<file path="config.mk">
export PLATFORM = sky130hd
export DESIGN_NAME = branch_update_ctrl_flat
export DESIGN_NICKNAME = d
export VERILOG_FILES = /design/src/rtl/branch_update_ctrl_pkg.sv /design/src/rtl/branch_update_ctrl_if.sv /design/src/rtl/sat_counter.sv /design/src/rtl/branch_update_ctrl.sv /design/src/flat_wrapper.sv
export SDC_FILE = /design/constraint.sdc
export NUM_CORES = 1
export LEC_CHECK = 0
export CAP_MARGIN = 25
export CORE_ASPECT_RATIO = 1.5
export CORE_UTILIZATION = 44
export DETAILED_ROUTE_END_ITERATION = 6
export PLACE_DENSITY = 0.81
export SETUP_SLACK_MARGIN = 0.02
export SYNTH_ARGS = -nofsm -noshare
export SYNTH_HDL_FRONTEND = slang
export SYNTH_SLANG_ARGS = --single-unit
</file>
<file path="constraint.sdc">
create_clock -name clk_i -period 3.1 [get_ports clk_i]
set_clock_uncertainty 0.1 [all_clocks]
set_input_delay 0.62 -clock clk_i [delete_from_list [all_inputs] [get_ports clk_i]]
set_output_delay 0.62 -clock clk_i [all_outputs]
set_load 0.01 [all_outputs]
</file>
<file path="src/rtl/branch_update_ctrl_pkg.sv">
// Shared definitions for the branch resolution / redirect controller.
// Holds default widths, the FSM encoding and a small decision helper.
package bp_pkg;

   localparam int XLEN_DEF  = 32;
   localparam int CNT_W_DEF = 16;

   typedef enum logic [1:0] {
      IDLE     = 2'd0,
      REDIRECT = 2'd1,
      FLUSH    = 2'd2
   } bp_state_e;

   // Plain-vector aliases so the state register stays a simple logic vector
   localparam logic [1:0] ST_IDLE     = IDLE;
   localparam logic [1:0] ST_REDIRECT = REDIRECT;
   localparam logic [1:0] ST_FLUSH    = FLUSH;

   function automatic logic is_mispred(input logic pred, input logic taken);
      return pred ^ taken;
   endfunction

endpackage

</file>
<file path="src/rtl/branch_update_ctrl_if.sv">
// Branch-resolution bus between the EX stage, the predictor and fetch.
// The controller sits on the slave side; the pipeline drives the master side.
interface branch_update_ctrl_if
   import bp_pkg::*;
#(
   parameter int XLEN = XLEN_DEF
) ();

   logic            br_valid_i;
   logic            br_taken_i;
   logic            br_pred_i;
   logic            stall_i;
   logic [XLEN-1:0] ttarget_i;
   logic [XLEN-1:0] nttarget_i;
   logic            bp_update_o;
   logic            bp_actual_o;
   logic            pc_redirect_o;
   logic [XLEN-1:0] redirect_pc_o;
   logic            flush_o;
   logic            busy_o;

   modport slave (
      input  br_valid_i, br_taken_i, br_pred_i, stall_i, ttarget_i, nttarget_i,
      output bp_update_o, bp_actual_o, pc_redirect_o, redirect_pc_o, flush_o, busy_o
   );

   modport master (
      output br_valid_i, br_taken_i, br_pred_i, stall_i, ttarget_i, nttarget_i,
      input  bp_update_o, bp_actual_o, pc_redirect_o, redirect_pc_o, flush_o, busy_o
   );

endinterface

</file>
<file path="src/rtl/sat_counter.sv">
// Saturating up-counter with synchronous clear; clear has priority over inc.
module sat_counter
   import bp_pkg::*;
#(
   parameter int WIDTH = CNT_W_DEF
) (
   input  logic             clk_i,
   input  logic             rst_i,
   input  logic             inc,
   input  logic             clr,
   output logic [WIDTH-1:0] cnt
);

   localparam logic [WIDTH-1:0] ONE = {{(WIDTH-1){1'b0}}, 1'b1};

   logic [WIDTH-1:0] cnt_reg;

   always_ff @(posedge clk_i or negedge rst_i) begin
      if (!rst_i) begin
         cnt_reg <= '0;
      end else if (clr) begin
         cnt_reg <= '0;
      end else if (inc && (cnt_reg != '1)) begin
         cnt_reg <= cnt_reg + ONE;
      end
   end

   assign cnt = cnt_reg;

endmodule

</file>
<file path="src/rtl/branch_update_ctrl.sv">
// Resolves conditional branches from EX: one predictor update per accepted
// branch, and a REDIRECT -> FLUSH sequence when the prediction was wrong.
module branch_update_ctrl
   import bp_pkg::*;
#(
   parameter int XLEN  = XLEN_DEF,
   parameter int CNT_W = CNT_W_DEF
) (
   input  logic                clk_i,
   input  logic                rst_i,
   input  logic                clr_cnt_i,
   branch_update_ctrl_if.slave bus,
   output logic [CNT_W-1:0]    branch_cnt_o,
   output logic [CNT_W-1:0]    mispred_cnt_o
);

   logic [1:0]      state_reg;
   logic            bp_update_reg;
   logic            bp_actual_reg;
   logic            pc_redirect_reg;
   logic            flush_reg;
   logic            busy_reg;
   logic [XLEN-1:0] redirect_pc_reg;

   logic            accept;
   logic            mispred;
   logic            go_redirect;
   logic [XLEN-1:0] target;

   // A stalled branch stays in EX and is presented again, so it is not taken here
   assign accept      = (state_reg == ST_IDLE) && bus.br_valid_i && !bus.stall_i;
   assign mispred     = is_mispred(bus.br_pred_i, bus.br_taken_i);
   assign go_redirect = accept && mispred;
   assign target      = bus.br_taken_i ? bus.ttarget_i : bus.nttarget_i;

   always_ff @(posedge clk_i or negedge rst_i) begin
      if (!rst_i) begin
         state_reg       <= ST_IDLE;
         bp_update_reg   <= 1'b0;
         bp_actual_reg   <= 1'b0;
         pc_redirect_reg <= 1'b0;
         flush_reg       <= 1'b0;
         busy_reg        <= 1'b0;
         redirect_pc_reg <= '0;
      end else begin
         bp_update_reg <= accept;
         bp_actual_reg <= accept & bus.br_taken_i;
         case (state_reg)
            ST_REDIRECT: begin
               // Fetch must keep seeing the corrected PC until the stall clears
               if (!bus.stall_i) begin
                  state_reg       <= ST_FLUSH;
                  pc_redirect_reg <= 1'b0;
                  redirect_pc_reg <= '0;
               end
            end
            ST_FLUSH: begin
               state_reg <= ST_IDLE;
               flush_reg <= 1'b0;
               busy_reg  <= 1'b0;
            end
            default: begin
               state_reg       <= go_redirect ? ST_REDIRECT : ST_IDLE;
               pc_redirect_reg <= go_redirect;
               flush_reg       <= go_redirect;
               busy_reg        <= go_redirect;
               redirect_pc_reg <= go_redirect ? target : '0;
            end
         endcase
      end
   end

   assign bus.bp_update_o   = bp_update_reg;
   assign bus.bp_actual_o   = bp_actual_reg;
   assign bus.pc_redirect_o = pc_redirect_reg;
   assign bus.redirect_pc_o = redirect_pc_reg;
   assign bus.flush_o       = flush_reg;
   assign bus.busy_o        = busy_reg;

   // Index 0 counts every accepted branch, index 1 only the mispredicted ones
   logic [1:0]       cnt_inc;
   logic [CNT_W-1:0] cnt_val [2];

   assign cnt_inc = {go_redirect, accept};

   generate
      for (genvar gi = 0; gi < 2; gi++) begin : g_cnt
         sat_counter #(.WIDTH(CNT_W)) u_cnt (
            .clk_i (clk_i),
            .rst_i (rst_i),
            .inc   (cnt_inc[gi]),
            .clr   (clr_cnt_i),
            .cnt   (cnt_val[gi])
         );
      end
   endgenerate

   assign branch_cnt_o  = cnt_val[0];
   assign mispred_cnt_o = cnt_val[1];

endmodule

</file>
<file path="src/flat_wrapper.sv">
// flat-port wrapper written by rule: the top's interface ports become plain ports
module branch_update_ctrl_flat import bp_pkg::*;
#(
   parameter int XLEN  = XLEN_DEF,
   parameter int CNT_W = CNT_W_DEF
)
  (clk_i, rst_i, clr_cnt_i, branch_cnt_o, mispred_cnt_o, bus_br_valid_i, bus_br_taken_i, bus_br_pred_i, bus_stall_i, bus_ttarget_i, bus_nttarget_i, bus_bp_update_o, bus_bp_actual_o, bus_pc_redirect_o, bus_redirect_pc_o, bus_flush_o, bus_busy_o);
  branch_update_ctrl_if #(.XLEN(XLEN)) bus_i ();
  input  logic clk_i;
  input  logic rst_i;
  input  logic clr_cnt_i;
  output logic [CNT_W-1:0] branch_cnt_o;
  output logic [CNT_W-1:0] mispred_cnt_o;
  input wire logic [$bits(bus_i.br_valid_i)-1:0] bus_br_valid_i;
  input wire logic [$bits(bus_i.br_taken_i)-1:0] bus_br_taken_i;
  input wire logic [$bits(bus_i.br_pred_i)-1:0] bus_br_pred_i;
  input wire logic [$bits(bus_i.stall_i)-1:0] bus_stall_i;
  input wire logic [$bits(bus_i.ttarget_i)-1:0] bus_ttarget_i;
  input wire logic [$bits(bus_i.nttarget_i)-1:0] bus_nttarget_i;
  output wire logic [$bits(bus_i.bp_update_o)-1:0] bus_bp_update_o;
  output wire logic [$bits(bus_i.bp_actual_o)-1:0] bus_bp_actual_o;
  output wire logic [$bits(bus_i.pc_redirect_o)-1:0] bus_pc_redirect_o;
  output wire logic [$bits(bus_i.redirect_pc_o)-1:0] bus_redirect_pc_o;
  output wire logic [$bits(bus_i.flush_o)-1:0] bus_flush_o;
  output wire logic [$bits(bus_i.busy_o)-1:0] bus_busy_o;
  assign bus_i.br_valid_i = bus_br_valid_i;
  assign bus_i.br_taken_i = bus_br_taken_i;
  assign bus_i.br_pred_i = bus_br_pred_i;
  assign bus_i.stall_i = bus_stall_i;
  assign bus_i.ttarget_i = bus_ttarget_i;
  assign bus_i.nttarget_i = bus_nttarget_i;
  assign bus_bp_update_o = bus_i.bp_update_o;
  assign bus_bp_actual_o = bus_i.bp_actual_o;
  assign bus_pc_redirect_o = bus_i.pc_redirect_o;
  assign bus_redirect_pc_o = bus_i.redirect_pc_o;
  assign bus_flush_o = bus_i.flush_o;
  assign bus_busy_o = bus_i.busy_o;
  branch_update_ctrl #(.XLEN(XLEN), .CNT_W(CNT_W)) u_core (.clk_i(clk_i), .rst_i(rst_i), .clr_cnt_i(clr_cnt_i), .bus(bus_i), .branch_cnt_o(branch_cnt_o), .mispred_cnt_o(mispred_cnt_o));
endmodule
</file>
# After elaboration in Yosys (flattened, before gate mapping)

Index checks and enable logic that the tools add are counted.

Register bits after elaboration: 70
Bits in latches: 0
Output and inout bits: 69
Bits in writable memories: 0
Memories kept: 0
Input bits: 71
ROM bits: 0
Logic and storage cells: 42

Div/mod/pow operators: 0
Multipliers: 0
$add $sub $neg: 2
Multiplexer cells: 14
Equality and inequality tests: 5
Order comparisons: 0
Bitwise logic cells: 3
Shift-type cells: 0
Reduce and logical (&&, ||, !) cells: 10

Operators with widths:

| cell                                          | count |
|---|---|
| 2-to-1 mux 32 bit                             | 3 |
| 2-to-1 mux 16 bit                             | 4 |
| one-hot mux 32 bit (2 select lines)           | 1 |
| adder 16 x 1 -> 16 bit, second input constant | 2 |
| inequality test 16 bit, second input constant | 2 |
| logical AND 1 bit                             | 5 |
| one-hot mux 1 bit (2 select lines)            | 2 |
| one-hot mux 2 bit (2 select lines)            | 1 |
| nonzero test 2 bit                            | 2 |
| == test 2 x 1 -> 1 bit, second input constant | 1 |
| == test 2 bit, second input constant          | 1 |
| logical NOT 2 bit                             | 1 |
| 2-to-1 mux 1 bit                              | 2 |
| 2-to-1 mux 2 bit                              | 1 |
| inequality test 2 bit, second input constant  | 1 |
| AND reduction 2 bit                           | 1 |
| bitwise AND 1 bit                             | 1 |
| logical NOT 1 bit                             | 1 |
| inverter 1 bit                                | 1 |
| XOR 1 bit                                     | 1 |

# Longest topological paths before layout

Depth in word-level cells: 7
Depth in mapped cells: 9
Mapped depth without buffers: 7

# Modules after synthesis

A second synthesis with hierarchy kept.

Cell total of the unflattened synthesis: 363
Area total of the unflattened synthesis: 3766.1 sq um

Modules (own cells, without submodules):

| module             | instances | area each (sq um) | sequential area each (sq um) | cells an instance |
|---|---|---|---|---|
| sat_counter        | 2         | 942.2             | 400.4                        | 98 |
| branch_update_ctrl | 1         | 1881.8            | 950.9                        | 167 |

# Worst setup path before layout

Ideal clock, no wire load.

Kind: input to register
From: in bus_br_taken_i
To: reg u_core.g_cnt[1].u_cnt.cnt_reg[15]
Path buffers: 2
Path slack: 0.748 ns
Arrival: 2.132 ns
Data required time: 2.880 ns
Stages on the path: 6
Cell sequence: buf_4 > xor2_2 > or4b_1 > buf_2 > or4b_1 > and3_1

Word-level cells in the longest chain between the ends: 4

RTL lines:

| element                             | RTL line                     | text |
|---|---|---|
| start, declared                     | flat_wrapper.sv:15           | `input wire logic [$bits(bus_i.br_taken_i)-1:0] bus_br_taken_i;` |
| XOR 1 bit                           | branch_update_ctrl_pkg.sv:20 | `return pred ^ taken;` |
| logical AND 1 bit                   | branch_update_ctrl.sv:33     | `assign go_redirect = accept && mispred;` |
| logical AND 1 bit                   | sat_counter.sv:23            | `end else if (inc && (cnt_reg != '1)) begin` |
| nonzero test 2 bit (no source line) | -                            |  |
| end signal, assigned                | sat_counter.sv:24            | `cnt_reg <= cnt_reg + ONE;` |
| end, declared                       | sat_counter.sv:16            | `logic [WIDTH-1:0] cnt_reg;` |

Every way passes these cells.
A chain may end at the register's enable or synchronous reset.

# Worst setup path after layout

From: in bus_stall_i
To: reg u_core.g_cnt[1].u_cnt.cnt_reg[15]

Word-level cells in the longest chain between the ends: 5

RTL lines:

| element                             | RTL line                 | text |
|---|---|---|
| start, declared                     | flat_wrapper.sv:17       | `input wire logic [$bits(bus_i.stall_i)-1:0] bus_stall_i;` |
| logical NOT 1 bit                   | branch_update_ctrl.sv:31 | `assign accept = (state_reg == ST_IDLE) && bus.br_valid_i && !bus.stall_i;` |
| logical AND 1 bit                   | branch_update_ctrl.sv:31 |  |
| logical AND 1 bit                   | branch_update_ctrl.sv:33 |  |
| logical AND 1 bit                   | sat_counter.sv:23        |  |
| nonzero test 2 bit (no source line) | -                        |  |

Every way passes these cells.

==> impl_metrics.json <==
{
  "routedWlPerCell_um": 15.6,
  "crit_type": "in2reg",
  "fin_crit_ps": 2570,
  "fin_area_um2": 5370,
  "placed_area_um2": 5030,
  "clockBufferDepth": 2,
  "multiInputGateArea_um2": 1660,
  "synth_top_family_by_area": "simple AND/OR/NAND/NOR gates",
  "routed-via-count": 3368,
  "leakage_nw": 2.19,
  "status": "completed",
  "power_density_nw_per_um2": 449,
  "clk-insertion-delay-late_ps": 330,
  "synth-main-ff-cell": "dfrtp_1",
  "synth_compound_area_share_pct": 14.6,
  "synth_commonest_cells": "dfrtp_1 (70), nand2_1 (48), o21ai_0 (39)",
  "met3_length_um": 618,
  "gp_congestion": 0.856,
  "syn_inst": 361,
  "diodes": 0,
  "area_delta_synth_final_pct": 51.7,
  "io_pins": 140,
  "root_buffer": "clkbuf_16",
  "core_um2": 7710,
  "finalCritPeriodShare_pct": 83.0,
  "antenna_found_initial": 0,
  "fin_total_pwr_mw": 2.41,
  "grt_pass1_wl_um": 15400,
  "ys_warn_count": 0,
  "max_freq_mhz": 389,
  "cp_data_required_time_ps": 3220,
  "die_h_um": 112,
  "stdcell_count": 607,
  "holdBufCountCts": 0,
  "crit_path_max_fanout": 6,
  "die_w_um": 75.2,
  "cp-end-kind": "flop",
  "grt_overflow": 0,
  "start_util_pct": 45.9,
  "numCtsBuffers": 9,
  "placedCellCount": 591,
  "seqCellArea_um2": 1750,
  "port_buffers": 139,
  "synth.avg_cell_area_um2": 9.80,
  "dieArea_um2": 8410,
  "fin_ws_ps": 526,
  "grt_pass1_vias": 3232,
  "r2r_setup_slack_ps": 620,
  "yosys-top-cells-area": "dfrtp_1 (50%), mux2i_1 (9.6%), o21ai_0 (5.5%)",
  "ir_worst_vdd_v": 0.000350,
  "n_fill_cell": 615,
  "synth.most_common_cell": "dfrtp_1",
  "drc": 0,
  "synth_seq_area_share_pct": 49.5,
  "synth-edff-count": 0,
  "finalWirelength_um": 9480,
  "slew_viol_final": 0,
  "max_slew_margin_pct": 41.1,
  "rsz0062_at_grt": "no",
  "grt_usage_pct": 24.1,
  "clock-sinks": 70,
  "finalSetupViolCount": 0,
  "syn_area_um2": 3540,
  "vias_per_cell": 5.55,
  "yosys_register_bits": 70,
  "async_flop_share_pct": 100,
  "hp-class": "reg2reg",
  "start_kind": "input pin",
  "syn_nets": 438,
  "clkTransAtPathRegs_ps": 60,
  "drive_gt1_share_pct": 6.14,
  "timing.setup.tns_ps": 0,
  "dp_hpwl_um": 6900,
  "hold_violations": 0,
  "yosysTopAreaCell": "dfrtp_1",
  "synth-simple-area-share_pct": 19.5,
  "tightest_slew_ps": 883,
  "yosysTopAreaCellShare_pct": 49.5,
  "ant_nets": 0,
  "pre_cts_ws_ps": 201,
  "rows": 39,
  "synth.mux.area_fraction_pct": 10.3,
  "grt_max_degree": 71,
  "wl_met1_um": 3690,
  "nets": 577,
  "post_cts_buffers": 0,
  "synth-xor-area-share_pct": 0.460,
  "drtIter0Drc": 203,
  "ys_types": 36,
  "route.top_layer_used": "met4",
  "ctsResizeCount": 0,
  "h-tree-depth": 3,
  "cp.arrival_ps": 2690,
  "maxCapViolCount": 0,
  "firstDrtPassIters": 5,
  "cts_tree": "yes",
  "route.met2.wl_um": 5080,
  "synth_fa_ha_area_share_pct": 2.12
}
critical path, cell delays in order:
cell and delay (ps):
clkdlybuf4s50_1 430, nand3b_1 300, or4b_1 660, or4b_1 510, and3_1 170
area by class of cell:
type | count | share of cell area [%]
Timing Repair Buffer | 149 | 27.1
Clock buffer | 12 | 4.41
Sequential cell | 70 | 32.6
Multi-Input combinational cell | 260 | 30.9
Clock inverter | 4 | 1.77
Tap cell | 102 | 2.38
Inverter | 10 | 0.700
power breakdown:
group          total, mW  switching (mW)  internal, mW  leakage [nW]
Combinational      0.297           0.131         0.165          1.06
Clock               1.15           0.367         0.785         0.161
Sequential         0.963          0.0196         0.943         0.968
worst paths after layout:
check / from / end / cells after the start
max: bus_stall_i / u_core.g_cnt[1].u_cnt.cnt[15] / 5
min: u_core.bus.redirect_pc_o[21] / u_core.bus.redirect_pc_o[21] / 2
max reg2reg: u_core.state_reg[1] / u_core.g_cnt[1].u_cnt.cnt[15] / 6
min reg2reg: u_core.bus.redirect_pc_o[21] / u_core.bus.redirect_pc_o[21] / 2
max in group asynchronous: rst_i / u_core.bus.redirect_pc_o[20] / 2
min in group asynchronous: rst_i / u_core.g_cnt[0].u_cnt.cnt[12] / 2
cells by family (layout without fill, tap and decap cells):
| logic type | Yosys count | in the layout |
|---|---|---|
| buffers and inverters | 31 | 175 |
| adders and majority gates | 6 | 6 |
| AOI/OAI and AO/OA | 90 | 90 |
| xor gates and xnor gates | 1 | 1 |
| DFF | 70 | 70 |
| muxes | 36 | 36 |
| and+or+nand+nor | 127 | 127 |
placed cells by master (no fill, tap or decap), types with 2 or more instances in the layout:
| cell | synthesis | layout |
|---|---|---|
| a21oi_1 | 25 | 25 |
| o31ai_1 | 19 | 19 |
| nor2b_1 | 2 | 2 |
| nand4_1 | 10 | 10 |
| or2_2 | 2 | 2 |
| mux2i_1 | 34 | 34 |
| and4_1 | 2 | 2 |
| or4b_1 | 3 | 3 |
| bufinv_16 | 0 | 3 |
| clkbuf_16 | 0 | 9 |
| nor2_1 | 5 | 5 |
| nand2_1 | 48 | 48 |
| o21ai_0 | 39 | 39 |
| buf_4 | 2 | 10 |
| or3_1 | 5 | 5 |
| inv_1 | 10 | 10 |
| dfrtp_1 | 70 | 70 |
| mux2_2 | 2 | 2 |
| nand3_1 | 13 | 13 |
| clkdlybuf4s50_1 | 0 | 137 |
| clkbuf_1 | 17 | 3 |
| buf_2 | 1 | 2 |
| and3_1 | 4 | 4 |
| ha_1 | 6 | 6 |
| o41ai_1 | 2 | 2 |
| nor4_1 | 5 | 5 |
| or4_1 | 21 | 21 |
| nor3_1 | 3 | 3 |
metrics by stage:
stage / utilization [%] / hold WS [ps]
floorplan: - / 224
finish: 69.6 / 372
global placement: 65.3 / 360
CTS: 69.6 / 376
detailed placement: 65.3 / 363
global route: 69.6 / 397
layer usage:
layer	track usage (%)	vias to the layer above
met4	7.90	0
li1	-	1620
met3	6.33	9
met2	41.5	140
met1	28.4	1599
met5	0	-
Power figures use the tool's default switching activity.
